$ cat config.mk
export PLATFORM = sky130hd
export DESIGN_NAME = seq_restoring_divider_flat
export DESIGN_NICKNAME = d
export VERILOG_FILES = /design/src/rtl/seq_restoring_divider_if.sv /design/src/rtl/seq_restoring_divider.sv /design/src/flat_wrapper.sv
export SDC_FILE = /design/constraint.sdc
export NUM_CORES = 1
export LEC_CHECK = 0
export ABC_AREA = 1
export ABC_CLOCK_PERIOD_IN_PS = 2100
export BUFFER_PORTS_ARGS = -buffer_cell sky130_fd_sc_hd__clkbuf_2
export CAP_MARGIN = 20
export CORE_ASPECT_RATIO = 1.1
export CORE_MARGIN = 10
export CORE_UTILIZATION = 35
export CTS_CLUSTER_DIAMETER = 200
export DETAILED_ROUTE_END_ITERATION = 8
export GPL_ROUTABILITY_DRIVEN = 1
export PLACE_DENSITY_LB_ADDON = 0.05
export SYNTH_ARGS = -nofsm -noshare
export SYNTH_HDL_FRONTEND = slang
export SYNTH_SLANG_ARGS = --single-unit
$ cat constraint.sdc
create_clock -name clk -period 2.1 [get_ports clk]
set_clock_uncertainty 0.1 [all_clocks]
set_input_delay 0.525 -clock clk [delete_from_list [all_inputs] [get_ports clk]]
set_output_delay 0.525 -clock clk [all_outputs]
set_load 0.02 [all_outputs]
$ cat src/rtl/seq_restoring_divider_if.sv
// Operand/result bundle for the sequential restoring divider.
// Latency: none; this is wiring only.
// Backpressure: none. Requests are taken only while busy is low.
interface seq_restoring_divider_if #(
   parameter int WIDTH = 8
);
   logic             start;
   logic [WIDTH-1:0] dividend;
   logic [WIDTH-1:0] divisor;
   logic             busy;
   logic             done;
   logic [WIDTH-1:0] quotient;
   logic [WIDTH-1:0] remainder;
   logic             div_by_zero;

   // Requester side: issues operands and observes results.
   modport master (
      output start, dividend, divisor,
      input  busy, done, quotient, remainder, div_by_zero
   );

   // Divider side.
   modport slave (
      input  start, dividend, divisor,
      output busy, done, quotient, remainder, div_by_zero
   );
endinterface

$ cat src/rtl/seq_restoring_divider.sv
// Unsigned restoring divider that produces one quotient bit per clock.
// Latency: WIDTH+1 edges from an accepted start to done, or 1 edge when the divisor is zero.
// Backpressure: start is ignored while busy is high; results hold until the next completion.
module seq_restoring_divider #(
   parameter int WIDTH = 8
) (
   input  logic                   clk,
   input  logic                   rst_n,
   seq_restoring_divider_if.slave bus
);
   localparam int CW = $clog2(WIDTH + 1);

   typedef enum logic [1:0] {
      IDLE = 2'd0,
      CALC = 2'd1,
      DONE = 2'd2
   } state_t;

   state_t           r_state;
   state_t           w_state_nxt;

   logic [WIDTH-1:0] r_divisor;
   logic [WIDTH-1:0] r_prem;      // partial remainder
   logic [WIDTH-1:0] r_qsh;       // dividend bits shift out, quotient bits shift in
   logic [CW-1:0]    r_cnt;
   logic [WIDTH-1:0] r_quotient;
   logic [WIDTH-1:0] r_remainder;
   logic             r_dbz;

   logic [WIDTH:0]   w_shift;
   logic [WIDTH:0]   w_trial;
   logic [WIDTH-1:0] w_prem_nxt;
   logic [WIDTH-1:0] w_qsh_nxt;
   logic             w_last;
   logic             w_busy;
   logic             w_done;

   // One restoring step: bring down the next dividend bit and try to subtract.
   // The extra top bit of the trial is the borrow; a set borrow means restore.
   assign w_shift    = {r_prem, r_qsh[WIDTH-1]};
   assign w_trial    = w_shift - {1'b0, r_divisor};
   assign w_prem_nxt = w_trial[WIDTH] ? w_shift[WIDTH-1:0] : w_trial[WIDTH-1:0];
   assign w_qsh_nxt  = {r_qsh[WIDTH-2:0], ~w_trial[WIDTH]};
   assign w_last     = (r_cnt == CW'(1));

   // State register.
   always_ff @(posedge clk or negedge rst_n) begin
      if (!rst_n) begin
         r_state <= IDLE;
      end else begin
         r_state <= w_state_nxt;
      end
   end

   // Next-state logic: a zero divisor skips straight to completion.
   always_comb begin
      w_state_nxt = r_state;
      case (r_state)
         IDLE: begin
            if (bus.start) begin
               w_state_nxt = (bus.divisor == '0) ? DONE : CALC;
            end
         end
         CALC: begin
            if (w_last) begin
               w_state_nxt = DONE;
            end
         end
         DONE:    w_state_nxt = IDLE;
         default: w_state_nxt = IDLE;
      endcase
   end

   // Status outputs decoded from the state alone.
   always_comb begin
      w_busy = 1'b0;
      w_done = 1'b0;
      case (r_state)
         IDLE: begin
            w_busy = 1'b0;
            w_done = 1'b0;
         end
         CALC: begin
            w_busy = 1'b1;
            w_done = 1'b0;
         end
         DONE: begin
            w_busy = 1'b1;
            w_done = 1'b1;
         end
         default: begin
            w_busy = 1'b0;
            w_done = 1'b0;
         end
      endcase
   end

   // Datapath: capture operands, iterate, and publish results only on entry to DONE.
   always_ff @(posedge clk or negedge rst_n) begin
      if (!rst_n) begin
         r_divisor   <= '0;
         r_prem      <= '0;
         r_qsh       <= '0;
         r_cnt       <= '0;
         r_quotient  <= '0;
         r_remainder <= '0;
         r_dbz       <= 1'b0;
      end else begin
         case (r_state)
            IDLE: begin
               if (bus.start) begin
                  r_divisor <= bus.divisor;
                  if (bus.divisor == '0) begin
                     r_quotient  <= '1;
                     r_remainder <= bus.dividend;
                     r_dbz       <= 1'b1;
                  end else begin
                     r_prem <= '0;
                     r_qsh  <= bus.dividend;
                     r_cnt  <= CW'(WIDTH);
                  end
               end
            end
            CALC: begin
               r_prem <= w_prem_nxt;
               r_qsh  <= w_qsh_nxt;
               r_cnt  <= r_cnt - CW'(1);
               if (w_last) begin
                  r_quotient  <= w_qsh_nxt;
                  r_remainder <= w_prem_nxt;
                  r_dbz       <= 1'b0;
               end
            end
            default: begin
               r_prem <= r_prem;
            end
         endcase
      end
   end

   assign bus.busy        = w_busy;
   assign bus.done        = w_done;
   assign bus.quotient    = r_quotient;
   assign bus.remainder   = r_remainder;
   assign bus.div_by_zero = r_dbz;
endmodule
$ cat src/flat_wrapper.sv
// flat-port wrapper written by rule: the top's interface ports become plain ports
module seq_restoring_divider_flat 
#(
   parameter int WIDTH = 8
)
  (clk, rst_n, bus_start, bus_dividend, bus_divisor, bus_busy, bus_done, bus_quotient, bus_remainder, bus_div_by_zero);
  seq_restoring_divider_if #(.WIDTH(WIDTH)) bus_i ();
  input  logic clk;
  input  logic rst_n;
  input wire logic [$bits(bus_i.start)-1:0] bus_start;
  input wire logic [$bits(bus_i.dividend)-1:0] bus_dividend;
  input wire logic [$bits(bus_i.divisor)-1:0] bus_divisor;
  output wire logic [$bits(bus_i.busy)-1:0] bus_busy;
  output wire logic [$bits(bus_i.done)-1:0] bus_done;
  output wire logic [$bits(bus_i.quotient)-1:0] bus_quotient;
  output wire logic [$bits(bus_i.remainder)-1:0] bus_remainder;
  output wire logic [$bits(bus_i.div_by_zero)-1:0] bus_div_by_zero;
  assign bus_i.start = bus_start;
  assign bus_i.dividend = bus_dividend;
  assign bus_i.divisor = bus_divisor;
  assign bus_busy = bus_i.busy;
  assign bus_done = bus_i.done;
  assign bus_quotient = bus_i.quotient;
  assign bus_remainder = bus_i.remainder;
  assign bus_div_by_zero = bus_i.div_by_zero;
  seq_restoring_divider #(.WIDTH(WIDTH)) u_core (.clk(clk), .rst_n(rst_n), .bus(bus_i));
endmodule
Word level (Yosys, flattened, before mapping). Index checks and enable logic that the tools add are counted.

$add $sub $neg: 2. Multiply operators: 0. Div/mod/pow operators: 0. Magnitude comparators: 0. Eq/ne operators: 7. Shift operators: 0. Multiplexer cells: 28. Bitwise operators: 1. Reductions and logical operators: 8.

Operators by type and width (count): $mux W8 (11); $pmux W8 S2 (4); $sub A9 B8 Y9 (1); $logic_not A8 Y1 (1); $mux W4 (2); $pmux W4 S2 (1); $mux W2 (3); $mux W1 (5); $eq A4 B1 Y1 const B (1); $ne A2 B1 Y1 const B (2); $ne A2 B2 Y1 const B (2); $pmux W2 S2 (1); $reduce_and A2 Y1 (2); $reduce_and A4 Y1 (1); $sub A4 B1 Y4 const B (1); $reduce_and A3 Y1 (1); $eq A2 B1 Y1 const B (1); $eq A2 B2 Y1 const B (1); $logic_not A2 Y1 (1); $pmux W1 S2 (1); $reduce_bool A2 Y1 (1); $reduce_or A2 Y1 (1); $not A1 Y1 (1).

Flip-flop bits (word level): 47. Latch bits: 0. RAM bits: 0. Bits in read-only memories: 0. Bits of input ports: 19. Output and inout bits: 19. Word-level logic and storage cells: 54. Memories: 0.

Longest topological paths before layout. Gate-level depths: netlist (run 1).

Depth after elaboration: 4. Mapped depth: 14. Mapped depth without buffers: 14.

Worst setup path before layout (run 1). Ideal clock, no wire load.

Path type: flip-flop to flip-flop. From: register u_core.r_qsh[7]. To: register u_core.r_remainder[7] (netlist: u_core.bus.remainder[7]). Library setup time: 0.113 ns. Arrival time: 1.694 ns. Required time: 1.887 ns. Setup slack: 0.193 ns. Stages on the path, launching flop included: 15. Buffers on the path: 0. Period minus slack after synthesis: 1.907 ns. Cells stage by stage: dfrtp_1 -> inv_1 -> ha_1 -> inv_1 -> fa_1 -> nand2_1 -> nand2_2 -> nand3_2 -> nand2_2 -> nand2_2 -> nand2_4 -> nand3_2 -> nand3_1 -> nand2_1 -> inv_1.

Word-level cells in the longest chain between the ends: 4.

Ends and longest elaborated chain: from (decl) (line seq_restoring_divider.sv:24) `logic [WIDTH-1:0] r_qsh;`; from (signal assigned) (line seq_restoring_divider.sv:119) `r_qsh <= bus.dividend;`; from (signal assigned) (line seq_restoring_divider.sv:126) `r_qsh <= w_qsh_nxt;`; $sub A9 B8 Y9 (line seq_restoring_divider.sv:41) `assign w_trial = w_shift - {1'b0, r_divisor};`; $mux W8 (line seq_restoring_divider.sv:42) `assign w_prem_nxt = w_trial[WIDTH] ? w_shift[WIDTH-1:0] : w_trial[WIDTH-1:0];`; $mux W8 (line seq_restoring_divider.sv:128) `if (w_last) begin`; $pmux W8 S2 (line seq_restoring_divider.sv:109) `case (r_state)`; to (signal assigned) (line seq_restoring_divider.sv:115) `r_remainder <= bus.dividend;`; to (signal assigned) (line seq_restoring_divider.sv:130) `r_remainder <= w_prem_nxt;`; to (decl) (line seq_restoring_divider.sv:27) `logic [WIDTH-1:0] r_remainder;`.

Every way passes these cells. The select of a mux whose other input is x is not followed. A chain may end at the register's enable or synchronous reset.

Worst setup path after layout (run 1).
From: register u_core.r_qsh[7]. To: register u_core.r_prem[0].

Word-level cells in the longest chain between the ends: 3.

Ends and longest elaborated chain: $sub A9 B8 Y9 (line seq_restoring_divider.sv:41); $mux W8 * (line seq_restoring_divider.sv:42); $pmux W8 S2 * (line seq_restoring_divider.sv:109); to (signal assigned) (line seq_restoring_divider.sv:125) `r_prem <= w_prem_nxt;`; to (signal assigned) (line seq_restoring_divider.sv:135) `r_prem <= r_prem;`; to (decl) (line seq_restoring_divider.sv:23) `logic [WIDTH-1:0] r_prem;`.

Every way passes the cells marked *; elsewhere a longest branch is shown, timed or not.

==> results of run 1 <==
[worst max-delay path, stage by stage (launching register included)]
cell,delay [ns]
dfrtp_1,0.39
inv_1,0.08
ha_2,0.18
inv_2,0.04
fa_2,0.37
nand2_2,0.09
nand2_4,0.06
nand3_4,0.10
nand3_2,0.14
nand2_8,0.15
nand3_2,0.09
nand2_1,0.08
nand2_1,0.06
nand2_1,0.06
[kinds of logic (layout without fill, tap and decap cells)]
group,Yosys count,after routing
compound gates,42,42
xor+xnor,5,5
fa+ha+maj,14,14
buf+inv,71,120
flops,47,47
simple gates,192,193
[routing by layer]
layer  share of wire (%)  global-route usage, %
met1                  47                   14.1
met2                  49                   19.0
met3                 2.9                   2.76
met4                 1.5                   3.48
met5                   0                      0
[power by group through the flow]
stage / logic [mW] / registers [mW] / clock network (mW)
CTS: 3.21 / 1.58 / 0.813
finish: 3.52 / 1.59 / 0.794
global route: 4.00 / 1.64 / 0.845
global placement: 3.08 / 1.59 / 0
floorplan: 2.15 / 1.74 / 0
detailed placement: 3.10 / 1.60 / 0
[registers in the layout, summed over array words and instances, names as in the netlist]
register                cells
u_core.r_divisor            8
u_core.bus.div_by_zero      1
u_core.r_qsh                8
u_core.r_prem               8
u_core.bus.remainder        8
u_core.bus.quotient         8
u_core.r_cnt                4
u_core.r_state              2
[placed cells by master, fill, tap and decap left out, types with 3 or more instances in the layout]
| cell type | Yosys | routed |
|---|---|---|
| o21ai_0 | 28 | 28 |
| nor2_1 | 19 | 19 |
| xor2_1 | 4 | 4 |
| nand2_4 | 2 | 5 |
| nor2_2 | 4 | 4 |
| a21oi_1 | 9 | 9 |
| clkbuf_2 | 0 | 37 |
| buf_4 | 1 | 12 |
| nand2_2 | 7 | 5 |
| nand2_1 | 113 | 111 |
| ha_1 | 13 | 11 |
| or2_1 | 5 | 5 |
| nand3_1 | 27 | 13 |
| or2_2 | 3 | 3 |
| dfrtp_1 | 47 | 47 |
| nand3_4 | 1 | 7 |
| clkbuf_8 | 0 | 5 |
| inv_1 | 59 | 57 |
| nand3_2 | 9 | 17 |
[path summary, 6_finish.rpt]
kind	startpoint	endpoint	slack, ns
worst max-delay path	u_core.r_qsh[7]	u_core.r_prem[0]	0.07
worst min-delay path	rst_n	u_core.r_divisor[7]	0.08
worst max register to register	u_core.r_qsh[7]	u_core.r_prem[0]	0.07
worst min register to register	u_core.bus.quotient[7]	u_core.bus.quotient[7]	0.39
max in group asynchronous	rst_n	u_core.bus.quotient[2]	1.56
min in group clk	bus_divisor[1]	u_core.r_divisor[1]	0.34
[cell type report]
type / instances / area share (%)
repair inverters: 1 / 0.214
inverters: 61 / 6.63
clock inverters: 2 / 1.71
multi-input cells: 254 / 43.6
flip-flops and latches: 47 / 33.5
well taps: 108 / 3.85
repair buffers: 50 / 8.41
clock buffers: 6 / 2.07
[per-stage QoR]
step	hold WS, ns	worst slack, ns	utilization [%]	power, mW
after floorplan	0.129	0.193	-	3.89
after global placement	0.371	0.0265	39.7	4.68
after detailed placement	0.376	-0.0110	39.7	4.69
after CTS	0.114	0.0118	41.8	5.60
after global routing	0.103	-0.0407	44.6	6.48
final	0.0793	0.0690	44.6	5.90
[what timing repair did]
item / in CTS / in global routing
buffers inserted: 1 / 6
resized for setup: 3 / 32
hold buffers: 0 / 0
pin swaps: 1 / 11
setup endpoints to repair: 3 / 18
cloned: 1 / 1
==> results.cfg, run 1 <==
[route]
drt-vias-per-instance = 4.50
ant_nets = 0
routedWlPerCell_um = 12.9
drc_errors = 0
wl_um = 6820
first_pass_iters = 4
num_vias = 2383
first_iter_violations = 81

[yosys]
synth_most_common_cell = nand2_1
synth_edf_count = 0
synth_common_cells = 113 x nand2_1, 59 x inv_1, 47 x dfrtp_1, 28 x o21ai_0, 27 x nand3_1
synthAdderAreaFrac_pct = 6.52
synth_top_area_share_pct = 42.0
synth_area_leaders = dfrtp_1 42%, nand2_1 15%, inv_1 7.9%, ha_1 5.8%, o21ai_0 5.0%
syn-mean-instance-area_sq_um = 7.55
syn-instance-count = 371
synth_top_family_by_area = simple AND/OR/NAND/NOR gates
syn_area_sq_um = 2800
synthXorXnorAreaFrac_pct = 1.56
synth_largest_area_cell = dfrtp_1
synth-compound-area-share_pct = 7.86
ys_seq_elements = 47
synth-seq-area-share_pct = 42.0
netlist-cell-type-count = 30
yosys.area_share.simple_pct = 31.9
yosysWarningCount = 0
syn_nets = 404
yosys_most_used_dff = dfrtp_1
async_flop_share_pct = 100
synthMuxAreaShare_pct = 0

[die]
row_count = 34
core-area_sq_um = 7870
die_h_um = 114
dieWidth_um = 105
fp.dieArea_sq_um = 12000
io_pins = 38
start_util_pct = 35.6

[job]
maxCapViolCount = 0

[timing]
period_share_pct = 96.7
tns_ns = 0
rsz0062_at_grt = true
clock.fmax_ghz = 0.492
setup_viol = 0
maxSlewViolCount = 0
slew_headroom_pct = 71.3
min_period_ns = 2.03
final_hold_viol_count = 0
worst_pin_slew_ns = 0.430

[critical_path]
path_class = reg -> reg
worst_ep_required_time_ns = 2.25
worstRegToRegCells = 13
crit_path_start_kind = flip-flop
cp-end-kind = flip-flop
critical_path_arrival_ns = 2.18
path_max_fanout = 8

[clocking]
cts_root_buffer = clkbuf_8
cts.reportedPaths.clkPinSlew_ns = 0.09
htree_levels = 2
clock-sinks = 47
clock_latency_ns = 0.30
cts_buffer_depth = 2
cts_made_buffers = 5
cts_tree = built

[final_layout]
drive_above_1_share_pct = 25.9
antenna_cells = 0
final_cells = 529
postLayoutCellArea_sq_um = 3510
area_delta_synth_final_pct = 25.4
regArea_sq_um = 1180
nFillCells = 826
layout.nets = 453
multiInputGateArea_sq_um = 1530

[global_route]
first_global_vias = 2334
grt_usage_pct = 11.4
grt_start_max_net_pins = 48
grt_overflow = 0
grt_antenna_before_repair = 0
grt_pass1_wl_um = 11200

[power_and_ir_drop]
powerDensity_nw_per_um2 = 1680
clkPwrFrac_pct = 13.5
p_comb_share_pct = 59.6
switchingPower_mw = 2.87
intPower_mw = 3.03
vdd_ir_drop_max_mv = 0.634
leakage_nw = 1.87
seqPwrFrac_pct = 26.9
swShare_pct = 48.6

[placement]
io_buffers = 37
place_area_sq_um = 3120
gp_congestion = 0.785
dp_hpwl_um = 4990
placed_cells = 512

[status]
status = complete, no violations

[worst_hold_path]
hold_path_class = in -> async
(Power assumes the default switching activity.)
==> run 2: changes to the inputs <==
--- a/config.mk
+++ b/config.mk
@@ -5,7 +5,6 @@
 export SDC_FILE = /design/constraint.sdc
 export NUM_CORES = 1
 export LEC_CHECK = 0
-export ABC_AREA = 1
 export ABC_CLOCK_PERIOD_IN_PS = 2100
 export BUFFER_PORTS_ARGS = -buffer_cell sky130_fd_sc_hd__clkbuf_2
 export CAP_MARGIN = 20
==> run 2 against run 1 <==
The run now ends with setup timing left. Fmax fell by 17%. Power rose by 27%. Die area fell by 0.19%. Design area rose by 16%. Critical endpoint is now u_core.r_prem[7]. Largest cell class unchanged.
==> results.cfg, run 2 <==
[timing]
min_period_ns = 2.45
worst_pin_slew_ns = 0.600
setup_viol = 18
maxSlewViolCount = 0
clock.fmax_ghz = 0.407
slew_headroom_pct = 60.0
period_share_pct = 117
worst_slack_ns = -0.354
final_hold_viol_count = 0
rsz0062_at_grt = true

[yosys]
syn_area_sq_um = 2790
synth_area_leaders = dfrtp_1 42%, mux2i_1 6.1%, ha_1 5.8%, mux2_2 4.8%, o21ai_0 3.6%
yosysWarningCount = 0
synth_most_common_cell = dfrtp_1
syn-instance-count = 296
ys_seq_elements = 47
yosys_most_used_dff = dfrtp_1
netlist-cell-type-count = 50
syn-mean-instance-area_sq_um = 9.44
async_flop_share_pct = 100
synth_largest_area_cell = dfrtp_1
synth-seq-area-share_pct = 42.1
synth_top_area_share_pct = 42.1
synth_common_cells = 47 x dfrtp_1, 26 x inv_1, 25 x nand2_1, 24 x nor2_1, 20 x o21ai_0
synth_edf_count = 0
syn_nets = 329

[global_route]
first_global_vias = 2541
grt_pass1_wl_um = 12600
grt_antenna_before_repair = 0
grt_overflow = 0
grt_start_max_net_pins = 37
grt_usage_pct = 12.9

[power_and_ir_drop]
seqPwrFrac_pct = 20.6
leakage_nw = 1.83
intPower_mw = 4.20
p_comb_share_pct = 71.4
vdd_ir_drop_max_mv = 0.958
switchingPower_mw = 3.27
clkPwrFrac_pct = 8.0
powerDensity_nw_per_um2 = 1840
swShare_pct = 43.8

[route]
first_pass_iters = 4
routedWlPerCell_um = 14.9
ant_nets = 0
first_iter_violations = 58
drc_errors = 0
drt-vias-per-instance = 4.86
num_vias = 2453
wl_um = 7510

[clocking]
clock_latency_ns = 0.30
cts_root_buffer = clkbuf_8
htree_levels = 2
cts_buffer_depth = 2
clock-sinks = 47
cts_hold_buf = 0
cts_tree = built
cts.reportedPaths.clkPinSlew_ns = 0.10
cts_made_buffers = 5

[final_layout]
drive_above_1_share_pct = 47.1
final_core_util_pct = 51.9
area_delta_synth_final_pct = 45.4
most-common-layout-cells = 60 x buf_4, 47 x dfrtp_1, 37 x clkbuf_2
final_cells = 505
antenna_cells = 0
layout.nets = 429
layout_commonest_cell = buf_4
postLayoutCellArea_sq_um = 4060

[critical_path]
worst_ep_required_time_ns = 2.21
worstRegToRegCells = 13
slowest_delay_ns = 0.40
path_max_fanout = 3
path_class = reg -> reg
slowest_stage = dfrtp_1
reg2reg_slack_ns = -0.35
cp-end-kind = flip-flop
crit_path_start_kind = flip-flop
path_cells = inv_2 -> ha_4 -> inv_2 -> fa_2 -> nand3_2 -> a21oi_2 -> mux2_4 -> buf_4 -> buf_6 -> nor2_4 -> buf_6 -> nor2_2 -> o32ai_1
critical_path_arrival_ns = 2.57

[die]
core-area_sq_um = 7830
die_h_um = 114
start_util_pct = 35.7
io_pins = 38
row_count = 34
dieWidth_um = 105
fp.dieArea_sq_um = 12000

[worst_hold_path]
hold_path_class = in -> async

[job]
maxCapViolCount = 0

[placement]
place_area_sq_um = 3550
placed_cells = 483
pre_cts_ws_ns = -0.351
io_buffers = 37
dp_hpwl_um = 5670
gp_congestion = 0.834

[status]
violations = setup timing
status = finished with violations
-- run 2: changes by cell type after synthesis, moves of 10 or more --
| cell | delta |
|---|---|
| a21oi_1 | +10 |
| nand2_1 | -88 |
| inv_1 | -33 |
| mux2i_1 | +17 |
| mux2_2 | +12 |
| a31oi_1 | +10 |
| nand3_1 | -23 |
-- run 2: routing by layer --
| layer | wire length, um | track usage, % | part of all wire [%] | vias up |
|---|---|---|---|---|
| met5 | 0 | 0 | 0 | - |
| met4 | 127 | 4.49 | 1.7 | 0 |
| met3 | 237 | 2.43 | 3.2 | 10 |
| met2 | 3620 | 21.4 | 48 | 42 |
| met1 | 3530 | 16.3 | 47 | 1153 |
| li1 | - | - | - | 1248 |
-- run 2: kinds of logic (layout without fill, tap and decap cells) --
logic type	after synthesis	after routing	synth area share (%)
AO/OA/AOI/OAI	84	84	19.9
AND/OR/NAND/NOR	79	79	13.8
flip-flops	47	47	42.1
buffers and inverters	41	142	6.14
multiplexers	29	29	10.9
adder cells (fa/ha/maj)	14	14	6.54
XOR/XNOR	2	2	0.627
-- run 2: power groups by stage --
| stage | Sequential [mW] | Combinational [mW] | Clock, mW |
|---|---|---|---|
| final | 1.54 | 5.34 | 0.595 |
| after global routing | 1.60 | 5.83 | 0.656 |
| after CTS | 1.54 | 4.66 | 0.620 |
| after detailed placement | 1.55 | 3.98 | 0 |
| after global placement | 1.54 | 3.97 | 0 |
| after floorplan | 1.65 | 2.42 | 0 |
-- run 2: critical path, delay by kind of cell, from the launching register on --
family | cells | cell delay [ns]
buffers and inverters | 5 | 0.50
adders and majority gates | 2 | 0.49
AOI/OAI and AO/OA | 2 | 0.32
and+or+nand+nor | 3 | 0.25
muxes | 1 | 0.31
DFF | 1 | 0.40
-- run 2: cell type report --
type / instances / area [sq um]
fill: 770 / 3760
clock buffer: 6 / 82.6
timing repair buffer: 108 / 795
multi-input combinational: 208 / 1760
inverter: 26 / 97.6
tap: 108 / 135
sequential: 47 / 1180
clock inverter: 2 / 16.3
-- run 2: path summary, 6_finish.rpt --
path | startpoint | to
setup / recovery | u_core.r_qsh[7] | u_core.r_prem[7]
hold / removal | rst_n | u_core.bus.quotient[2]
setup reg to reg | u_core.r_qsh[7] | u_core.r_prem[7]
hold reg to reg | u_core.bus.remainder[2] | u_core.bus.remainder[2]
max in group asynchronous | rst_n | u_core.bus.remainder[7]
min in group clk | bus_divisor[6] | u_core.r_divisor[6]
-- run 2: stage by stage --
stage / total power [mW] / hold slack (ns) / TNS (ns)
floorplan: 4.07 / 0.129 / -2.28
global placement: 5.51 / 0.378 / -5.36
detailed placement: 5.53 / 0.390 / -6.02
CTS: 6.81 / 0.118 / -3.98
global route: 8.08 / 0.137 / -5.88
finish: 7.47 / 0.104 / -4.29
-- run 2: what timing repair did --
action,4_1_cts,5_1_grt
resized for setup,33,32
pin swaps,10,20
setup buffers,9,8
endpoints found under the setup margin,18,24
endpoints found under the hold margin,0,0
